**src/rtl/dmem_lsu.sv**
```systemverilog
// Load/store unit between the execute stage and a word-wide data memory.
// Adds valid/ready request and response channels, sub-word access with extension, and RMW sub-word stores.
module dmem_lsu #(
    parameter int DEPTH = 10
) (
    input  logic             clk,
    input  logic             rst,
    input  logic             req_valid,
    output logic             req_ready,
    input  logic             req_we,
    input  logic [31:0]      req_addr,
    input  logic [1:0]       req_size,
    input  logic             req_unsigned,
    input  logic [31:0]      req_wdata,
    output logic             resp_valid,
    input  logic             resp_ready,
    output logic [31:0]      resp_rdata,
    output logic             resp_err,
    output logic [DEPTH-1:0] dmem_addr,
    input  logic [31:0]      dmem_rdata,
    output logic [31:0]      dmem_wdata,
    output logic             dmem_we
);

    localparam logic [1:0] SZ_BYTE = 2'd0;
    localparam logic [1:0] SZ_HALF = 2'd1;
    localparam logic [1:0] SZ_WORD = 2'd2;

    typedef enum logic [1:0] {IDLE, READ, WRITE, RESP} state_t;

    state_t      state;
    logic        lat_we;
    logic        lat_unsigned;
    logic [1:0]  lat_size;
    logic [1:0]  lat_off;
    logic [15:0] lat_wdata;

    logic        req_bad;
    logic [7:0]  ld_byte;
    logic [15:0] ld_half;
    logic [31:0] ld_ext;
    logic [31:0] merged;

    // Upper address bits alias by design; fold them so the intent is explicit.
    logic unused_addr_hi;
    assign unused_addr_hi = ^req_addr[31:DEPTH+2];

    // NOTE: every always_comb output gets a default first, so no path leaves a latch behind.
    always_comb begin
        req_bad = 1'b0;
        case (req_size)
            SZ_BYTE: req_bad = 1'b0;
            SZ_HALF: req_bad = req_addr[0];
            SZ_WORD: req_bad = |req_addr[1:0];
            default: req_bad = 1'b1;
        endcase
    end

    // Lane extraction for loads and lane merge for sub-word stores, both off the live memory word.
    always_comb begin
        ld_byte = dmem_rdata[{lat_off, 3'b000} +: 8];
        ld_half = lat_off[1] ? dmem_rdata[31:16] : dmem_rdata[15:0];
        case (lat_size)
            SZ_BYTE: ld_ext = {{24{~lat_unsigned & ld_byte[7]}}, ld_byte};
            SZ_HALF: ld_ext = {{16{~lat_unsigned & ld_half[15]}}, ld_half};
            default: ld_ext = dmem_rdata;
        endcase
        merged = dmem_rdata;
        if (lat_size == SZ_BYTE)
            merged[{lat_off, 3'b000} +: 8] = lat_wdata[7:0];
        else if (lat_off[1])
            merged[31:16] = lat_wdata;
        else
            merged[15:0] = lat_wdata;
    end

    // NOTE: sequential state uses non-blocking assignments so every register samples pre-edge values.
    always_ff @(posedge clk) begin
        if (rst) begin
            state        <= IDLE;
            lat_we       <= 1'b0;
            lat_unsigned <= 1'b0;
            lat_size     <= 2'd0;
            lat_off      <= 2'd0;
            lat_wdata    <= 16'd0;
            req_ready    <= 1'b1;
            resp_valid   <= 1'b0;
            resp_rdata   <= 32'd0;
            resp_err     <= 1'b0;
            dmem_addr    <= '0;
            dmem_wdata   <= 32'd0;
            dmem_we      <= 1'b0;
        end else begin
            case (state)
                IDLE: begin
                    if (req_valid && req_ready) begin
                        lat_we       <= req_we;
                        lat_unsigned <= req_unsigned;
                        lat_size     <= req_size;
                        lat_off      <= req_addr[1:0];
                        lat_wdata    <= req_wdata[15:0];
                        dmem_addr    <= req_addr[DEPTH+1:2];
                        resp_rdata   <= 32'd0;
                        resp_err     <= req_bad;
                        req_ready    <= 1'b0;
                        if (req_bad) begin
                            resp_valid <= 1'b1;
                            state      <= RESP;
                        end else if (req_we && req_size == SZ_WORD) begin
                            dmem_wdata <= req_wdata;
                            dmem_we    <= 1'b1;
                            state      <= WRITE;
                        end else begin
                            state <= READ;
                        end
                    end
                end
                READ: begin
                    if (lat_we) begin
                        dmem_wdata <= merged;
                        dmem_we    <= 1'b1;
                        state      <= WRITE;
                    end else begin
                        resp_rdata <= ld_ext;
                        resp_valid <= 1'b1;
                        state      <= RESP;
                    end
                end
                WRITE: begin
                    dmem_we    <= 1'b0;
                    resp_valid <= 1'b1;
                    state      <= RESP;
                end
                RESP: begin
                    // No accept here: req_ready only rises once the handshake has retired the response.
                    if (resp_ready) begin
                        resp_valid <= 1'b0;
                        req_ready  <= 1'b1;
                        state      <= IDLE;
                    end
                end
                default: state <= IDLE;
            endcase
        end
    end

endmodule

```
**config.mk**
```make
export PLATFORM = sky130hd
export DESIGN_NAME = dmem_lsu
export DESIGN_NICKNAME = d
export VERILOG_FILES = /design/src/rtl/dmem_lsu.sv
export SDC_FILE = /design/constraint.sdc
export NUM_CORES = 1
export LEC_CHECK = 0
export BUFFER_PORTS_ARGS = -buffer_cell sky130_fd_sc_hd__buf_4
export CORE_UTILIZATION = 40
export CTS_BUF_LIST = sky130_fd_sc_hd__clkbuf_16
export CTS_CLUSTER_DIAMETER = 60
export DETAILED_ROUTE_END_ITERATION = 10
export GPL_ROUTABILITY_DRIVEN = 1
export GPL_TIMING_DRIVEN = 0
export SLEW_MARGIN = 20
export SYNTH_ARGS = -nofsm -noshare
export SYNTH_HDL_FRONTEND = slang
export SYNTH_SLANG_ARGS = --single-unit
```
**constraint.sdc**
```tcl
create_clock -name clk -period 3.94 [get_ports clk]
set_clock_uncertainty 0.05 [all_clocks]
set_input_delay 0.197 -clock clk [delete_from_list [all_inputs] [get_ports clk]]
set_output_delay 0.197 -clock clk [all_outputs]
set_load 0.02 [all_outputs]
```
==> results.cfg <==
[timing]
hold_violations = 0
relSlewSlack_pct = 53.0
fin_crit_ns = 3.08
min_period_over_period_pct = 78.1
rsz0062_at_grt = no
fin_setup_tns_ns = 0
worst-slew-pin-transition_ns = 0.703
setup_slack_ns = 0.862
setup_viol = 0
max_freq_mhz = 325
finalMaxSlewViolations = 0

[grt]
busiest_layer = met2
grt_max_degree = 17
grt_usage_pct = 30.9
antenna_found_initial = 0
grt-ovfl-total = 0
grt_pass1_wl_mm = 34.8
use_met2_pct = 49.9
use_met3_pct = 5.17
gr-usage-met1_pct = 40.0
grt_pass1_vias = 6199

[cells_and_area]
multi_input_area_um2 = 3420
regArea_um2 = 2040
fillers = 1335
antenna_cells = 0
stdcell_count = 1082
area_delta_synth_final_pct = 30.2
final_design_area_no_fill_um2 = 7640
drive_above_1_share_pct = 25.8
fin_nets = 1011

[run_status]
status = completed

[synth]
synthesis.instances = 725
synth_cell_type_count = 54
synth.most_common_cell = nand2_1
synth_common_cells = nand2_1, dfxtp_1, a21oi_1
synth_flop_cell = dfxtp_1
synth_edf_count = 0
async_flop_share_pct = 0
synth.avg_cell_area_um2 = 8.09
synth.area.top_cells = dfxtp_1, a21oi_1, nand2_1
synth_top_area_share_pct = 34.8
ys_warn_count = 0
synth_nets = 839
syn_area_um2 = 5860
synth_seq_cells = 102
ys_seq_area_share_pct = 34.8
synth.largest_area_cell = dfxtp_1

[min_path]
hold_class = primary input to flip-flop

[clock_tree]
cts_tree = done
root_buffer = clkbuf_16
post_cts_resized = 0
clk_path_buf_depth = 2
insertion_delay_ns = 0.36
cts_buffers = 9
clk_pin_slew_worst_paths_ns = 0.07
post_cts_buffers = 0
cts_hold_buf = 0
htreeDepth = 3
clock_sinks = 102

[drt]
drc_errors = 0
drt_iter0_drc = 470
routed_via_density = 5.94
num_vias = 6430
route.antenna.remaining_nets = 0
wl_per_cell_um = 21.2
wirelength_mm = 23.0
drt-pass1-iter-count = 8

[critical_path]
crit_path_top_delay_cell = dfxtp_1
cpMostUsedCell = buf_4
crit_fanout = 10
path_cells = buf_4, buf_4, inv_1, ha_1, or3b_2, buf_2, o221ai_1, nand3_1, a311oi_1
endpoint_kind = flip-flop
start_kind = flip-flop
criticalPathCategory = flip-flop to flip-flop
worstPathArrival_ns = 3.28
worstPathRequired_ns = 4.15
worst_path_largest_cell_delay_ns = 0.50

[floorplanning]
die_w_um = 123
die_h_um = 123
std_cell_rows = 43
die-area_um2 = 15100
start_util_pct = 41.6
core_um2 = 14100
ioPinCount = 182

[job]
maxCapViolCount = 0

[placed_design]
dp_hpwl_mm = 18.2
post_dp_cell_area_um2 = 7300
gp_congestion = 0.997
place_inst = 1066
numPortBuffers = 161
pre_cts_slack_ns = 0.962

[power_and_ir_drop]
powerDensity_nw_per_um2 = 710
design_power_total_uw = 5420
vdd.ir_drop.worst_mv = 0.305
p_leak_uw = 0.00309
-- layout make-up --
type,instances,area share (%)
Clock inverter,7,1.47
Clock buffer,9,2.95
Buffer,67,4.03
Multi-Input combinational cell,530,44.7
Timing Repair Buffer,161,15.8
Inverter,26,1.28
Sequential cell,102,26.7
Tap cell,180,2.95
-- metal layers --
metal,part of all wire [%],up-vias,wire length [um]
met3,7.0,44,1620
li1,-,2979,-
met2,46,277,10600
met4,3.4,0,787
met5,0,-,0
met1,44,3130,10000
-- path summary, 6_finish.rpt --
check	from	end	slack [ns]	cells past startpoint
worst max-delay path	lat_off[1]	dmem_wdata[13]	0.86	9
worst min-delay path	req_addr[10]	dmem_addr[8]	0.03	3
worst max register to register	lat_off[1]	dmem_wdata[13]	0.86	9
worst min register to register	dmem_addr[8]	dmem_addr[8]	0.40	2
-- cells by family (layout without fill, tap and decap cells) --
kind of cell,after synthesis,count (layout),synth area share (%)
compound gates,227,227,28.5
flops,102,102,34.8
mux,37,37,6.70
simple gates,256,256,21.0
fa+ha+maj,10,10,2.13
buf+inv,93,270,6.91
-- report_power, final --
group / switching, uW / leakage [uW] / internal, uW
Clock: 414 / 0.000168 / 619
Combinational: 1760 / 0.00209 / 1110
Sequential: 207 / 0.000834 / 1310
-- sequential cells by signal, summed over array words and instances, names as in the netlist --
signal / count
lat_unsigned: 1
lat_we: 1
lat_off: 2
state: 2
resp_rdata: 32
resp_err: 1
resp_valid: 1
dmem_wdata: 32
dmem_we: 1
lat_size: 2
req_ready: 1
dmem_addr: 10
lat_wdata: 16
-- cell usage in the layout (no fill, tap or decap), types with 4 or more instances in the layout --
cell	Yosys	final
a21oi_1	100	100
a221o_1	8	8
a22o_1	11	11
a311o_1	8	8
a311oi_1	24	24
a311oi_2	8	8
buf_1	5	5
buf_2	28	28
buf_4	3	164
clkbuf_1	28	28
clkbuf_16	0	9
dfxtp_1	102	102
ha_1	10	10
inv_1	26	27
mux2_2	8	8
mux2i_1	28	28
nand2_1	122	122
nand2b_1	39	39
nand3_1	42	42
nor2_1	17	17
nor2b_1	11	11
nor3_1	7	7
o211ai_1	12	12
o21ai_0	4	4
o221ai_1	17	17
o2bb2ai_1	21	21
-- stage by stage --
step | utilization (%) | hold WS (ns)
floorplan | - | 0.283
global placement | 51.8 | 0.395
detailed placement | 51.8 | 0.398
CTS | 54.2 | 0.0263
global route | 54.2 | 0.0289
finish | 54.2 | 0.0305
-- worst max-delay path: cells and delay by family (launching register included) --
family,cells,cell delay [ns]
buffers and inverters,4,0.90
and+or+nand+nor,2,0.62
AOI/OAI and AO/OA,2,0.51
DFF,1,0.50
adders and majority gates,1,0.39
Note: power is estimated with default switching activity, not from simulation.
